[src/rtl/sdram_port_arbiter.sv]
// Two-requester round-robin arbiter sharing one Avalon-MM master into SDRAM.
// Tracks the owner of every outstanding pipelined read so returned data is steered back.
module sdram_port_arbiter #(
  parameter int ADDR_W   = 27,
  parameter int DATA_W   = 32,
  parameter int MAX_PEND = 4
) (
  input  logic                        Clk,
  input  logic                        Reset,
  input  logic [ADDR_W-1:0]           r0_address,
  input  logic                        r0_read,
  input  logic                        r0_write,
  input  logic [DATA_W-1:0]           r0_writedata,
  input  logic [DATA_W/8-1:0]         r0_byteenable,
  output logic                        r0_waitrequest,
  output logic [DATA_W-1:0]           r0_readdata,
  output logic                        r0_readdatavalid,
  input  logic [ADDR_W-1:0]           r1_address,
  input  logic                        r1_read,
  input  logic                        r1_write,
  input  logic [DATA_W-1:0]           r1_writedata,
  input  logic [DATA_W/8-1:0]         r1_byteenable,
  output logic                        r1_waitrequest,
  output logic [DATA_W-1:0]           r1_readdata,
  output logic                        r1_readdatavalid,
  output logic [ADDR_W-1:0]           m_address,
  output logic                        m_read,
  output logic                        m_write,
  output logic [DATA_W-1:0]           m_writedata,
  output logic [DATA_W/8-1:0]         m_byteenable,
  input  logic                        m_waitrequest,
  input  logic [DATA_W-1:0]           m_readdata,
  input  logic                        m_readdatavalid,
  output logic [$clog2(MAX_PEND):0]   pend_count,
  output logic                        err_unexpected
);

  localparam int PTR_W = $clog2(MAX_PEND);
  localparam int CNT_W = PTR_W + 1;

  localparam logic [0:0] ST_IDLE = 1'b0;
  localparam logic [0:0] ST_BUSY = 1'b1;

  logic [0:0]       state;
  logic             owner;
  logic             prio;      // requester favoured on the next tie
  logic             id_mem [MAX_PEND];
  logic [PTR_W-1:0] wr_ptr;
  logic [PTR_W-1:0] rd_ptr;

  logic fifo_full, fifo_nonempty;
  logic elig0, elig1;
  logic busy, own_read, own_write;
  logic accept, push, pop, head;

  assign fifo_full     = (pend_count == CNT_W'(MAX_PEND));
  assign fifo_nonempty = (pend_count != '0);

  // Read+write together counts as a read, so it must respect the full check.
  assign elig0 = r0_read ? !fifo_full : r0_write;
  assign elig1 = r1_read ? !fifo_full : r1_write;

  assign busy      = (state == ST_BUSY);
  assign own_read  = owner ? r1_read  : r0_read;
  assign own_write = owner ? r1_write : r0_write;

  assign m_read       = busy & own_read;
  assign m_write      = busy & own_write & ~own_read;
  assign m_address    = owner ? r1_address    : r0_address;
  assign m_writedata  = owner ? r1_writedata  : r0_writedata;
  assign m_byteenable = owner ? r1_byteenable : r0_byteenable;

  assign accept = busy & ~m_waitrequest;
  assign push   = accept & own_read;
  assign pop    = m_readdatavalid & fifo_nonempty;
  assign head   = id_mem[rd_ptr];

  assign r0_waitrequest   = ~(accept & ~owner);
  assign r1_waitrequest   = ~(accept & owner);
  assign r0_readdatavalid = pop & ~head;
  assign r1_readdatavalid = pop & head;
  assign r0_readdata      = m_readdata;
  assign r1_readdata      = m_readdata;

  // NOTE: sequential state uses non-blocking (<=) so every register samples pre-edge values.
  always_ff @(posedge Clk or posedge Reset) begin
    if (Reset) begin
      state <= ST_IDLE;
      owner <= 1'b0;
      prio  <= 1'b0;
    end else if (state == ST_IDLE) begin
      if (elig0 | elig1) begin
        state <= ST_BUSY;
        owner <= (elig0 & elig1) ? prio : elig1;
      end
    end else if (!m_waitrequest) begin
      state <= ST_IDLE;
      prio  <= ~owner;
    end
  end

  always_ff @(posedge Clk or posedge Reset) begin
    if (Reset) begin
      wr_ptr         <= '0;
      rd_ptr         <= '0;
      pend_count     <= '0;
      err_unexpected <= 1'b0;
    end else begin
      if (push) wr_ptr <= wr_ptr + 1'b1;
      if (pop)  rd_ptr <= rd_ptr + 1'b1;
      pend_count <= pend_count + CNT_W'(push) - CNT_W'(pop);
      if (m_readdatavalid && !fifo_nonempty) err_unexpected <= 1'b1;
    end
  end

  // NOTE: the ID storage is not reset; entries are only read between push and pop,
  // so the pointers and pend_count alone define validity.
  always_ff @(posedge Clk) begin
    if (push) id_mem[wr_ptr] <= owner;
  end

endmodule

[config.mk]
export PLATFORM = sky130hd
export DESIGN_NAME = sdram_port_arbiter
export DESIGN_NICKNAME = d
export VERILOG_FILES = /design/src/rtl/sdram_port_arbiter.sv
export SDC_FILE = /design/constraint.sdc
export NUM_CORES = 1
export LEC_CHECK = 0
export BUFFER_PORTS_ARGS = -buffer_cell sky130_fd_sc_hd__clkbuf_2
export CELL_PAD_IN_SITES_DETAIL_PLACEMENT = 1
export CELL_PAD_IN_SITES_GLOBAL_PLACEMENT = 1
export CORE_AREA = 3 3 116 118
export DETAILED_ROUTE_END_ITERATION = 6
export DIE_AREA = 0 0 119 121
export HOLD_SLACK_MARGIN = 0.1
export PLACE_DENSITY = 0.7
export SYNTH_ARGS = -nofsm -noshare
export SYNTH_HDL_FRONTEND = slang
export SYNTH_SLANG_ARGS = --single-unit
[constraint.sdc]
create_clock -name Clk -period 3.43 [get_ports Clk]
set_input_delay 0 -clock Clk [delete_from_list [all_inputs] [get_ports Clk]]
set_output_delay 0 -clock Clk [all_outputs]
set_load 0.03 [all_outputs]
After elaboration in Yosys (flattened, before gate mapping)
Memory sizes are Yosys's and may differ from the RTL's.
Index checks and enable logic that the tools add are counted.
Storage, ports and cells
  RAM bits: 4
  output and inout bits: 137
  memory bits (read-only): 0
  bits in registers: 11
  memories: 1
  bits in latches: 0
Memories
  id_mem: words 4, bits a word 1, rd ports 1, clocked after Yosys merged registers in 0, wr ports 1, line 47  | logic id_mem [MAX_PEND];
Operators by class
  multiply operators: 0
  mux-type cells: 13
  add/sub/neg operators: 4
  reductions and logical operators: 6
  order comparisons: 0
  bitwise logic cells: 19
  div/mod/pow operators: 0
  shifts and indexed selects: 0
  equal/unequal tests: 1
Operators by type and width (number)
  $mux 32: 1
  $mux 27: 1
  $and 1x1->1: 11
  $mux 1: 10
  $not 1->1: 7
  $add 2x1->2 const B: 2
  $mux 4: 1
  $reduce_and 2->1: 2
  $add 3x1->3: 1
  $eq 3x3->1 const B: 1
  $reduce_bool 3->1: 1
  $sub 3x1->3: 1
  $logic_not 1->1: 2
  $logic_and 1x1->1: 1
  $or 1x1->1: 1

Longest topological paths before layout
Gate-level depths: netlist of the first run.
  depth after elaboration: 6
  gate-level depth with buffers: 10
  depth with buffers taken out: 9

Worst setup path before layout of the first run
No wires, ideal clock.
  kind: register to register
  start point: register owner
  end point: register pend_count[2]
  stages on the path, launching flop included: 11
  setup time: 136 ps
  setup slack: 1221 ps
  path buffers: 1
  data arrival time: 2073 ps
  data required time: 3294 ps
  cell sequence: dfrtp_1 > buf_4 > mux2i_4 > nor2b_4 > inv_1 > ha_1 > inv_1 > ha_1 > fa_1 > xor2_1 > xnor2_1
Between the ends
  cells in the longest elaborated chain, start to end: 4
RTL lines
  start, declared: line 45  | logic owner;
  start signal, assigned: line 94  | owner <= (elig0 & elig1) ? prio : elig1;
  $mux 1: line 64  | assign own_read = owner ? r1_read : r0_read;
  $and 1x1->1: line 74  | assign push = accept & own_read;
  $add 3x1->3: line 111  | pend_count <= pend_count + CNT_W'(push) - CNT_W'(pop);
  $sub 3x1->3: line 111
  end signal, assigned: line 111
  end, declared: line 34  | output logic [$clog2(MAX_PEND):0] pend_count,
No other way between the ends.
A chain may end at the register's enable or synchronous reset.

Worst setup path after layout of the first run
  start point: input m_waitrequest
  end point: register pend_count[2]
Between the ends
  cells in the longest elaborated chain, start to end: 5
RTL lines
  start, declared: line 31  | input logic m_waitrequest,
  $not 1->1 (no source line)
  $and 1x1->1: line 73  | assign accept = busy & ~m_waitrequest;
  $and 1x1->1: line 74
  $add 3x1->3: line 111
  $sub 3x1->3: line 111
No other way between the ends.

==> impl_metrics.yaml, run 1 <==
cts:
  clkSinkCount: 15
  cts_made_buffers: 3
  post_cts_buffers: 0
  h-tree-depth: 1
  cts_tree: "done"
  clkSlewWorstSetupHoldPaths_ps: 50
  clock_latency_ps: 250
  cts_resized: 0
  cts_buffer_depth: 2
  clock-root-buffer: "clkbuf_16"
routing:
  wl_per_cell_um: 15.64
  dr.pass1.iters: 2
  drt-total-wl_um: 8572
  vias: 2122
  ant_nets: 0
  drcViolationCount: 0
  viasPerCell: 3.872
  first_iter_violations: 21
sta:
  worst_pin_slew_ps: 843.8
  timing.fmax_mhz: 441.6
  maxSlewHeadroom_pct: 43.74
  fin_crit_sh_pct: 66.02
  setup_tns_ps: 0
  setup-violations-final: 0
  slew_viol_final: 0
  rsz0062_at_grt: "no"
  post-route-min-period_ps: 2265
  skew_ps: 3.375
  hold_viol: 0
synthesis:
  yosysSeqAreaShare_pct: 19.09
  synth_nets: 375
  synth-simple-area-share_pct: 6.163
  synth_fa_ha_area_share_pct: 4.592
  synthesis.area_um2: 2071
  synth_compound_area_share_pct: 2.779
  synth_xor_area_share_pct: 2.115
  synth_cell_types: 31
  synth-seq-cells: 15
  synth_area_per_cell_um2: 10.25
  yosys_warnings: 0
  synth_top_family_by_area: "multiplexers"
  syn_inst: 202
  synthMuxAreaShare_pct: 37.64
grt:
  grt_max_degree: 73
  antenna_found_initial: 1
  grt_overflow: 0
  grt_usage_pct: 10.90
  grt_pass1_vias: 2323
  grt_pass1_wl_um: 12570
setup_path:
  critPathLaunch: "m_waitrequest"
  cp_num_buf_inv: 4
  crit_path_start_kind: "primary input"
  worstPathMaxFanout: 7
  critPathMaxStageDelay_ps: 530
  reg2reg_slack_ps: 1170
  crit_family: "adder cells"
  setup.worst_path.end_class: "flop"
  rr_endpoint: "pend_count[2]"
  rr_startpoint: "busy"
  path_cells: "dlygate4sd3_1 > clkbuf_2 > and2b_1 > nor2b_4 > inv_1 > ha_1 > inv_1 > ha_1 > fa_1 > xor2_1 > xnor2_1"
  critical_path_class: "in -> reg"
  ff2ff_path_depth: 9
  slowest_stage: "dlygate4sd3_1"
  cp.required_ps: 3550
  cp_data_arrival_time_ps: 2390
layout:
  stdcell_area_um2: 3214
  multi_input_area_um2: 1104
  area_delta_synth_final_pct: 55.23
  fillerInstances: 1503
  layout.cells.non_filler: 548
  fin_nets: 550
  drive_above_1_share_pct: 74.47
  insertedDiodeCount: 0
  seqCellArea_um2: 396.6
worst_hold_path:
  hold_path_depth: 4
  hold_start: "r0_write"
  min_to: "busy"
  min_path_type: "in -> reg"
placed_design:
  place.detailed.hpwl_um: 7019
  dp_cells: 509
  portBuffers: 206
  placed_area_um2: 2784
  place.gp.congestion: 0.7948
floorplanning:
  die_area_um2: 14400
  die_h_um: 121
  die_width_um: 119
  ios: 303
  fp-row-count: 41
  core_um2: 12570
  initial_core_util_pct: 16.48
power_and_ir_drop:
  powerDensity_nw_per_um2: 753.9
  peakVddDrop_uv: 443.9
  p_leak_uw: 0.001651
status:
  status: "complete, no violations"
run:
  drv_cap: 0
Yosys cell counts:
cell	count	share of area, %
a211o_1	1	0.42
a21o_1	1	0.36
a311oi_1	1	0.42
a32oi_1	1	0.42
and2_1	5	1.5
and2b_1	1	0.36
and4bb_2	1	0.60
buf_2	4	0.97
buf_4	65	24
buf_6	3	1.6
dfrtp_1	11	13
edfxtp_1	4	5.8
fa_1	1	0.97
ha_1	6	3.6
inv_1	8	1.5
mux2_2	63	34
mux2_4	1	0.72
mux2i_1	1	0.48
mux2i_4	1	1.1
mux4_2	1	1.1
nand2_1	2	0.36
nand2b_1	1	0.30
nor2_1	4	0.72
nor2b_1	3	0.91
nor2b_4	1	0.66
nor3_1	3	0.72
o21a_1	1	0.36
o31a_1	1	0.42
o31ai_1	1	0.36
xnor2_1	3	1.3
xor2_1	2	0.85
per-stage QoR:
stage | util (%) | setup WS (ps) | hold WS [ps] | power [uW]
6_report | 25.57 | 1165 | 186.0 | 2423
5_1_grt | 25.57 | 961.2 | 222.7 | 2582
4_1_cts | 25.57 | 1140 | 188.5 | 2468
3_5_place_dp | 22.15 | 1169 | 0.2988 | 2099
3_3_place_gp | 22.15 | 1262 | 0.2988 | 2059
2_1_floorplan | - | 1221 | -147.6 | 1798
how the worst max path moves through the flow:
stage	end	slack [ps]	depth (start not counted)
after floorplan	pend_count[2]	1220	10
after global placement	pend_count[2]	1260	9
after detailed placement	pend_count[2]	1170	9
after CTS	pend_count[2]	1140	9
after global routing	pend_count[2]	960	9
final	pend_count[2]	1170	11
what timing repair did:
action	4_1_cts	5_1_grt
endpoints found under the setup margin	0	0
hold endpoints to repair	77	0
hold buffers	35	0
routing by layer:
| layer | vias up | GRT usage, % | wire [um] |
|---|---|---|---|
| li1 | 970 | - | - |
| met2 | 145 | 21.05 | 4682 |
| met5 | - | 0 | 13 |
| met1 | 992 | 11.75 | 2967 |
| met3 | 13 | 2.331 | 732 |
| met4 | 2 | 3.403 | 176 |
report_power, final:
group | switching (uW) | internal [uW] | total (uW)
clock network | 74.6 | 156 | 230
logic | 1150 | 694 | 1840
registers | 81.4 | 268 | 350
total | 1310 | 1120 | 2420
flip-flops by register name (all words and copies together), names as in the netlist:
register        cells
busy                1
err_unexpected      1
id_mem              4
owner               1
pend_count          3
prio                1
rd_ptr              2
wr_ptr              2
cell type report:
cell class | instances | area share (%)
timing repair buffer | 242 | 43.21
multi-input combinational | 107 | 34.33
sequential | 15 | 12.34
tap | 172 | 6.695
clock buffer | 3 | 2.336
inverter | 8 | 0.9342
clock inverter | 1 | 0.1557
worst register-to-register path: stages (launching register included):
cell and delay (ps):
dfrtp_1 420, and2b_1 220, nor2b_4 250, inv_1 70, ha_1 270, inv_1 40
ha_1 190, fa_1 370, xor2_1 160, xnor2_1 140
cell usage in the layout (no fill, tap or decap), drive strengths merged, types with 2 or more instances in the layout:
cell type and instances:
dfrtp 11, nor2 4, xnor2 3, mux2 64, ha 6, inv 8
and2 5, nor2b 4, dlygate4sd3 35, clkbuf 209, nand2 2, edfxtp 4
mux2i 2, nor3 3, xor2 2
cells by family (layout without fill, tap and decap cells):
logic type               after synthesis  after routing
adder cells (fa/ha/maj)                7              7
AND/OR/NAND/NOR                       21             21
XOR/XNOR                               5              5
multiplexers                          67             67
flip-flops                            15             15
buffers and inverters                 80            254
AO/OA/AOI/OAI                          7              7
Note: power is estimated with default switching activity, not from simulation.
==> run 2, diff against run 1 <==
- CORE_AREA: 3 3 116 118 -> 3 3 118 120
- DIE_AREA: 0 0 119 121 -> 0 0 121 123
- clock period: 3.43 -> 2 ns (I/O delays scaled with it)
==> run 2 against run 1 <==
The flow now finishes with violations (negative setup slack); core utilization is 0.30 points lower; critical endpoint unchanged; sequential cell count stayed put; worst hold slack gained 10 ps; sequential share of layout area fell by 0.35 points; die area rose by 3.4%; power grew 79%; register-to-register slack lost 1200 ps; final area increased by 2.9%; combinational power grew 84%; sequential power is 58% higher; clock power rose by 67%; non-clock buffer count increased by 7.
==> impl_metrics.yaml, run 2 (same netlist as run 1, synthesis figures left out) <==
sta:
  rsz0062_at_grt: "yes"
  hold_viol: 0
  setup_tns_ps: -26.32
  maxSlewHeadroom_pct: 42.69
  post-route-min-period_ps: 2026
  worst_pin_slew_ps: 859.7
  timing.fmax_mhz: 493.5
  setup-violations-final: 1
  setup_ws_ps: -26.32
  skew_ps: 3.463
  slew_viol_final: 0
  fin_crit_sh_pct: 101.3
worst_hold_path:
  hold_path_depth: 4
  min_to: "owner"
  min_path_type: "in -> reg"
  hold_start: "r0_write"
grt:
  grt_max_degree: 73
  grt_pass1_vias: 2252
  grt_overflow: 0
  grt_pass1_wl_um: 12620
  grt_usage_pct: 10.81
  antenna_found_initial: 0
layout:
  largest_reg_flops: 4
  regMostFlops: "id_mem"
  reg.largest.list: "id_mem: 4 flops, pend_count: 3 flops"
  multi_input_area_um2: 1139
  fin_nets: 557
  seqCellArea_um2: 396.6
  drive_above_1_share_pct: 76.50
  area_delta_synth_final_pct: 59.70
  layout_commonest_cell: "clkbuf_2"
  layout_common_cells: "clkbuf_2 (206), mux2_2 (63), dlygate4sd3_1 (35)"
  fillerInstances: 1590
  insertedDiodeCount: 0
setup_path:
  rr_startpoint: "owner"
  cp_data_arrival_time_ps: 2190
  cp.required_ps: 2160
  ff2ff_path_depth: 9
  critical_path_class: "reg -> reg"
  worstPathMaxFanout: 2
  reg2reg_slack_ps: -30
  crit_path_start_kind: "flop"
  rr_endpoint: "pend_count[2]"
  setup.worst_path.end_class: "flop"
routing:
  vias: 2120
  wl_per_cell_um: 16.40
  viasPerCell: 3.792
  ant_nets: 0
  drcViolationCount: 0
  drt-total-wl_um: 9170
  first_iter_violations: 43
  dr.pass1.iters: 4
floorplanning:
  die_h_um: 123
  core_um2: 13090
  fp-row-count: 42
  ios: 303
  die_width_um: 121
  initial_core_util_pct: 15.83
  die_area_um2: 14880
cts:
  clock-root-buffer: "clkbuf_16"
  cts_tree: "done"
  clock_latency_ps: 240
  clkSinkCount: 15
  clkSlewWorstSetupHoldPaths_ps: 50
  cts_buffer_depth: 2
  cts_made_buffers: 3
  h-tree-depth: 1
power_and_ir_drop:
  p_leak_uw: 0.001685
  powerDensity_nw_per_um2: 1310
  peakVddDrop_uv: 751.4
status:
  status: "finished, violations left"
  violations: "negative setup slack"
placed_design:
  dp_slack_ps: -23.39
  place.gp.congestion: 0.9104
  portBuffers: 206
  place.detailed.hpwl_um: 7460
run:
  drv_cap: 0
-- run 2: how the worst max path moves through the flow --
stage          startpoint       endpoint  slack, ps  cells after the start
3_3_place_gp        owner  pend_count[2]         30                      9
4_1_cts             owner  pend_count[2]        -40                      9
5_1_grt             owner  pend_count[2]       -100                      9
6_report            owner  pend_count[2]        -30                      9
2_1_floorplan       owner  pend_count[2]       -150                     10
3_5_place_dp        owner  pend_count[2]        -20                      9
-- run 2: stage by stage --
| step | power [uW] | instance area (um^2) | hold slack (ps) | utilization [%] | std cells |
|---|---|---|---|---|---|
| CTS | 4323 | 3277 | 190.0 | 25.04 | 559 |
| global placement | 3609 | 2844 | -3.625 | 21.73 | 520 |
| floorplan | 3096 | 2077 | -147.6 | - | 202 |
| finish | 4332 | 3307 | 196.3 | 25.27 | 559 |
| detailed placement | 3696 | 2844 | 0.3142 | 21.73 | 520 |
| global route | 4591 | 3307 | 236.8 | 25.27 | 559 |
-- run 2: what timing repair did --
action / in CTS / in global routing
endpoints found under the hold margin: 77 / 0
endpoints found under the setup margin: 1 / 64
gates resized for setup: 1 / 5
setup buffers: 0 / 0
hold buffers: 35 / 0
pin swaps: 2 / 4
-- run 2: where the power goes --
group / switching, uW / total, uW / internal, uW / leakage [uW]
Combinational: 2100 / 3390 / 1290 / 0.00148
Clock: 119 / 385 / 267 / 0.0000409
Sequential: 92.1 / 553 / 461 / 0.000160
Total: 2310 / 4330 / 2020 / 0.00169
-- run 2: layout make-up --
cell class	instances	area share (%)
repair buffers	249	43.59
multi-input cells	107	34.43
flip-flops and latches	15	11.99
well taps	176	6.659
clock buffers	3	2.270
inverters	8	0.9081
clock inverters	1	0.1513
-- run 2: worst max-delay path, cell delays in order, from the launching register on --
cell     delay (ps)
dfrtp_2         420
mux2i_4         200
nor2b_4         130
inv_2            50
ha_4            260
inv_2            40
ha_4            150
fa_2            350
xor2_2          180
xnor2_1         170
-- run 2: layer usage --
metal / global-route usage, % / up-vias / wire (um)
met5: 0 / - / 0
li1: - / 985 / -
met3: 1.921 / 6 / 748
met2: 20.98 / 130 / 4913
met1: 12.53 / 999 / 3458
met4: 1.700 / 0 / 50
